## config.mk

```make
export PLATFORM = sky130hd
export DESIGN_NAME = univ_shift_reg
export DESIGN_NICKNAME = d
export VERILOG_FILES = /design/src/rtl/univ_shift_reg.sv
export SDC_FILE = /design/constraint.sdc
export NUM_CORES = 1
export LEC_CHECK = 0
export ABC_CLOCK_PERIOD_IN_PS = 3400
export CORE_ASPECT_RATIO = 1.25
export CORE_UTILIZATION = 47
export DETAILED_ROUTE_END_ITERATION = 6
export HOLD_SLACK_MARGIN = 0.06
export PLACE_DENSITY = 0.76
export SETUP_SLACK_MARGIN = 0.05
export SYNTH_ARGS = -nofsm -noshare
export SYNTH_HDL_FRONTEND = slang
export SYNTH_SLANG_ARGS = --single-unit
export TNS_END_PERCENT = 50
```

## constraint.sdc

```tcl
create_clock -name clk -period 3.4 [get_ports clk]
set_clock_uncertainty 0.2 [all_clocks]
set_input_delay 1.02 -clock clk [delete_from_list [all_inputs] [get_ports clk]]
set_output_delay 1.02 -clock clk [all_outputs]
set_load 0.005 [all_outputs]
```

## src/rtl/univ_shift_reg.sv

```systemverilog
// Universal shift register with parallel load, paced by a programmable tick divider.
// Shifting, loading and dividing all run on clk; the tick acts as a clock enable.
module univ_shift_reg #(
    parameter int WIDTH     = 4,
    parameter int DIV_WIDTH = 25
) (
    input  logic                 clk,
    input  logic                 reset,
    input  logic [DIV_WIDTH-1:0] div_i,
    input  logic [1:0]           mode_i,
    input  logic                 rotate_i,
    input  logic                 ser_i,
    input  logic                 load_i,
    input  logic [WIDTH-1:0]     par_i,
    output logic [WIDTH-1:0]     sr_o,
    output logic                 ser_o,
    output logic                 tick_o
);

    typedef enum logic [1:0] {
        MODE_HOLD  = 2'b00,
        MODE_LEFT  = 2'b01,
        MODE_RIGHT = 2'b10,
        MODE_HOLD2 = 2'b11
    } mode_t;

    logic [DIV_WIDTH-1:0] r_divCnt;
    logic [WIDTH-1:0]     r_sr;
    logic                 r_ser;

    logic                 w_tick;
    logic [WIDTH-1:0]     w_srNext;
    logic                 w_serNext;
    logic                 w_shiftIn;
    mode_t                w_mode;

    // Comparing with >= lets a lowered div_i end the current period at once.
    assign w_tick = (r_divCnt >= div_i);
    assign w_mode = mode_t'(mode_i);

    always_ff @(posedge clk) begin
        if (reset) begin
            r_divCnt <= '0;
        end else if (w_tick) begin
            r_divCnt <= '0;
        end else begin
            r_divCnt <= r_divCnt + 1'b1;
        end
    end

    always_comb begin
        w_srNext  = r_sr;
        w_serNext = r_ser;
        w_shiftIn = ser_i;
        if (load_i) begin
            w_srNext = par_i;
        end else if (w_tick) begin
            case (w_mode)
                MODE_LEFT: begin
                    w_shiftIn = rotate_i ? r_sr[WIDTH-1] : ser_i;
                    w_srNext  = {r_sr[WIDTH-2:0], w_shiftIn};
                    w_serNext = r_sr[WIDTH-1];
                end
                MODE_RIGHT: begin
                    w_shiftIn = rotate_i ? r_sr[0] : ser_i;
                    w_srNext  = {w_shiftIn, r_sr[WIDTH-1:1]};
                    w_serNext = r_sr[0];
                end
                default: begin
                    w_srNext  = r_sr;
                    w_serNext = r_ser;
                end
            endcase
        end
    end

    always_ff @(posedge clk) begin
        if (reset) begin
            r_sr  <= '0;
            r_ser <= 1'b0;
        end else begin
            r_sr  <= w_srNext;
            r_ser <= w_serNext;
        end
    end

    assign sr_o   = r_sr;
    assign ser_o  = r_ser;
    assign tick_o = w_tick;

endmodule

```

After elaboration in Yosys (flattened, before gate mapping)
Index checks and enable logic that the tools add are counted.
{"block": "classes", "n_mul": 0, "n_reduce_logical": 6, "muxes": 6, "div_mod_pow": 0, "n_addsub": 1, "magnitude_cmp": 1, "n_bitwise": 1, "eq_ne": 2, "shifts": 0}
{"cell": "$add 25x1->25 const B", "count": 1}
{"cell": "$ge 25x25->1", "count": 1}
{"cell": "$mux 4", "count": 2}
{"cell": "$pmux 4 s2", "count": 1}
{"cell": "$reduce_bool 2->1", "count": 2}
{"cell": "$reduce_and 3->1", "count": 1}
{"cell": "$reduce_bool 3->1", "count": 1}
{"cell": "$eq 2x1->1 const B", "count": 1}
{"cell": "$eq 2x2->1 const B", "count": 1}
{"cell": "$mux 1", "count": 2}
{"cell": "$pmux 1 s2", "count": 1}
{"cell": "$reduce_and 2->1", "count": 1}
{"cell": "$reduce_or 2->1", "count": 1}
{"cell": "$not 1->1", "count": 1}
{"block": "totals", "ff_bits": 30, "mem_bits_rw": 0, "latch_bits": 0, "mem_count": 0, "romBits": 0, "in_bits": 36, "out_inout_bits": 6, "word_cells": 20}

Logic depth before layout (Yosys ltp)
{"block": "logic_depth", "ltp_word": 4, "mapped_depth": 10, "mapped_depth_nobuf": 8}

Worst setup path after synthesis
No wires, ideal clock.
{"block": "synth_path", "path_kind": "input to output", "from": "input div_i[16]", "to": "output tick_o", "required_time_ps": 2180, "arrival_ps": 2411, "setup_slack_ps": -231, "n_path_buf": 0, "path_stages": 7, "path_cell_list": "inv_1 ha_1 a21oi_1 o21ai_1 a22o_1 a2111oi_4 nand2_1"}
{"block": "synth_between", "elab_chain_len": 1}
{"element": "from (decl)", "line": "9", "source": "input logic [DIV_WIDTH-1:0] div_i,"}
{"element": "$ge 25x25->1", "line": "38", "source": "assign w_tick = (r_divCnt >= div_i);"}
{"element": "to (decl)", "line": "17", "source": "output logic tick_o"}
Every way passes these cells.

Worst setup path in the final report
{"block": "layout_path", "from": "input div_i[2]", "to": "output tick_o"}
The elaborated chain is that of the path after synthesis.

==> results.json <==
{
  "status": "finished, violations left",
  "violations": "negative setup slack",
  "max_freq_mhz": 273.8,
  "path_clk_slew_ps": 60,
  "cts_tree": "done",
  "combPwrFrac_pct": 17.6,
  "worstSetupEndpointType": "output port",
  "grt_overflow": 0,
  "leakage_nw": 1.254,
  "slew_headroom_pct": 43.06,
  "fp-row-count": 26,
  "area_growth_pct": 49.46,
  "grt_max_degree": 26,
  "synth_top_area_cell": "dfxtp_1",
  "cap_violations": 0,
  "synth_common_cells": "41 x nor2_1, 34 x inv_1, 30 x dfxtp_1, 28 x ha_1, 14 x xnor2_1",
  "drive_above_1_share_pct": 35.35,
  "finalSetupViolations": 1,
  "ir_worst_vdd_v": 0.0002256,
  "seqCellArea_sq_um": 600.6,
  "p_seq_share_pct": 45.2,
  "fin_tns_setup_ps": -252.0,
  "drt_iter0_drc": 55,
  "insertedDiodeCount": 0,
  "syn_avg_cell_area_sq_um": 8.212,
  "powerDensity_nw_per_um2": 262.0,
  "swShare_pct": 25.93,
  "die_area_sq_um": 4674,
  "use_met3_pct": 4.584,
  "die_h_um": 76.19,
  "num-fill-cells": 335,
  "layout.nets": 377,
  "place_hpwl_mm": 3.615,
  "hp-class": "flip-flop to flip-flop",
  "cts_root_buf": "clkbuf_8",
  "synthTopCellsByArea": "dfxtp_1 29%, ha_1 17%, nor2_1 7.4%, inv_1 6.2%, xnor2_1 5.9%",
  "p_total_mw": 0.8104,
  "clk_path_buf_depth": 2,
  "p_sw_mw": 0.2102,
  "finalCritPeriodShare_pct": 107.4,
  "dr.pass1.iters": 4,
  "required_ps": 2180,
  "synth.most_common_cell": "nor2_1",
  "worst_slew_pin_slew_ps": 847.6,
  "top_usage_layer": "met2",
  "grt_first_pass_wirelength_mm": 8.300,
  "grt_setup_unrepaired": "yes",
  "crit_type": "input port to output port",
  "syn_inst": 252,
  "timing_hold_violations_final": 0,
  "yosysTopAreaCellShare_pct": 29.02,
  "htree_levels": 2,
  "met1_usage_pct": 26.64,
  "syn_area_sq_um": 2069,
  "period_needed_ps": 3652,
  "drcViolationCount": 0,
  "use_met2_pct": 40.87,
  "clock_sinks": 30,
  "cp_max_fo": 2,
  "synth_seq_area_share_pct": 29.02,
  "port_buffers": 41,
  "multi_input_comb_area_sq_um": 1667,
  "yosys_most_used_dff": "dfxtp_1",
  "grt_antenna_before_repair": 0,
  "worst_slack_ps": -252.0,
  "slew_viol_final": 0,
  "initial_core_util_pct": 49.70,
  "num_vias": 1925,
  "gp_congestion": 0.7738,
  "first_global_vias": 1942,
  "synth_cell_types": 34,
  "async_flop_share_pct": 0,
  "cts_buffers": 5,
  "finalHoldWorstSlack_ps": 267.5,
  "internal-power_mw": 0.6002,
  "coreArea_sq_um": 4164,
  "p_clk_share_pct": 37.2,
  "fp.dieW_um": 61.35,
  "detail-route-antenna-nets": 0,
  "wirelength_mm": 4.913,
  "viasPerCell": 5.203,
  "syn_nets": 316,
  "grt_usage_pct": 23.44,
  "ys_seq_elements": 30,
  "wl_per_cell_um": 13.28,
  "clk_latency_ps": 280,
  "crit_arrival_ps": 2430,
  "cp-start-kind": "input port",
  "synth_edf_count": 0,
  "yosys_warnings": 0,
  "ios": 42
}
-- cell families (layout without fill, tap and decap cells) --
logic type / Yosys count / count (layout) / synth area share, %
compound gates: 36 / 36 / 13.84
xor+xnor: 23 / 23 / 9.734
fa+ha+maj: 28 / 28 / 16.93
buf+inv: 40 / 102 / 7.436
flops: 30 / 30 / 29.02
mux: 3 / 3 / 1.511
simple gates: 92 / 92 / 21.52
-- critical path, stage by stage --
cell and delay, ps:
dlygate4sd2_1 230, inv_1 70, ha_2 290, nand3_2 90, a21boi_4 60, o311ai_2 270, o21a_1 200, nand2_2 60
buf_2 140
-- metal layers --
| layer | vias up | wire [um] |
|---|---|---|
| met2 | 36 | 2581 |
| met3 | 11 | 163 |
| met4 | 0 | 126 |
| met1 | 889 | 2042 |
| li1 | 989 | - |
| met5 | - | 0 |
-- cells in the final DEF (no fill, tap or decap), types with 3 or more instances in the layout --
master | Yosys | layout
inv_1 | 34 | 14
clkbuf_8 | 0 | 6
ha_1 | 28 | 6
nand3_1 | 7 | 6
a2111oi_0 | 4 | 4
xor2_1 | 9 | 9
buf_6 | 0 | 9
xnor2_1 | 14 | 14
dlygate4sd2_1 | 0 | 5
nand2_1 | 13 | 11
ha_4 | 0 | 20
buf_2 | 3 | 10
and3_1 | 10 | 10
nor2b_1 | 4 | 4
dfxtp_1 | 30 | 30
nand4_1 | 11 | 11
nor2_1 | 41 | 41
a21oi_1 | 11 | 5
inv_2 | 0 | 17
a2111oi_1 | 3 | 3
clkdlybuf4s50_1 | 0 | 15
a21oi_2 | 0 | 4
a22o_1 | 3 | 3
buf_4 | 0 | 18
-- per-stage QoR --
step,utilization (%),cell area [sq um],setup slack (ps),cells
2_1_floorplan,-,2291,-145.4,252
3_3_place_gp,68.57,2855,-1028,356
3_5_place_dp,68.57,2855,-1070,356
4_1_cts,73.11,3044,-220.4,369
5_1_grt,74.28,3093,-299.9,370
6_report,74.28,3093,-252.0,370
-- path summary, 6_finish.rpt --
| kind | start | end | slack [ps] | depth (start not counted) |
|---|---|---|---|---|
| setup / recovery | div_i[2] | tick_o | -250 | 9 |
| hold / removal | ser_o | ser_o | 270 | 2 |
| setup reg to reg | r_divCnt[18] | ser_o | 610 | 10 |
| hold reg to reg | ser_o | ser_o | 270 | 2 |
-- power groups by stage --
stage / clock network [mW] / logic (mW) / registers (mW)
2_1_floorplan: 0 / 0.0666 / 0.372
3_3_place_gp: 0 / 0.133 / 0.373
3_5_place_dp: 0 / 0.136 / 0.374
4_1_cts: 0.310 / 0.140 / 0.366
5_1_grt: 0.328 / 0.157 / 0.367
6_report: 0.302 / 0.142 / 0.366
-- area by class of cell --
class | instances | share of cell area [%]
inverter | 34 | 4.531
multi-input combinational | 182 | 53.88
clock buffer | 6 | 2.670
sequential | 30 | 19.42
clock inverter | 2 | 0.4045
tap | 56 | 2.265
timing repair buffer | 60 | 16.83
-- repair_timing --
item | in CTS | in global routing
setup buffers | 5 | 1
endpoints found under the hold margin | 0 | 0
pin swaps | 38 | 18
hold buffers | 0 | 0
gates resized for setup | 112 | 9
setup endpoints to repair | 4 | 1
-- sequential cells by signal, indices dropped and copies added, names as in the netlist --
| register | flops |
|---|---|
| r_divCnt | 25 |
| sr_o | 4 |
| ser_o | 1 |
Power figures use the tool's default switching activity.
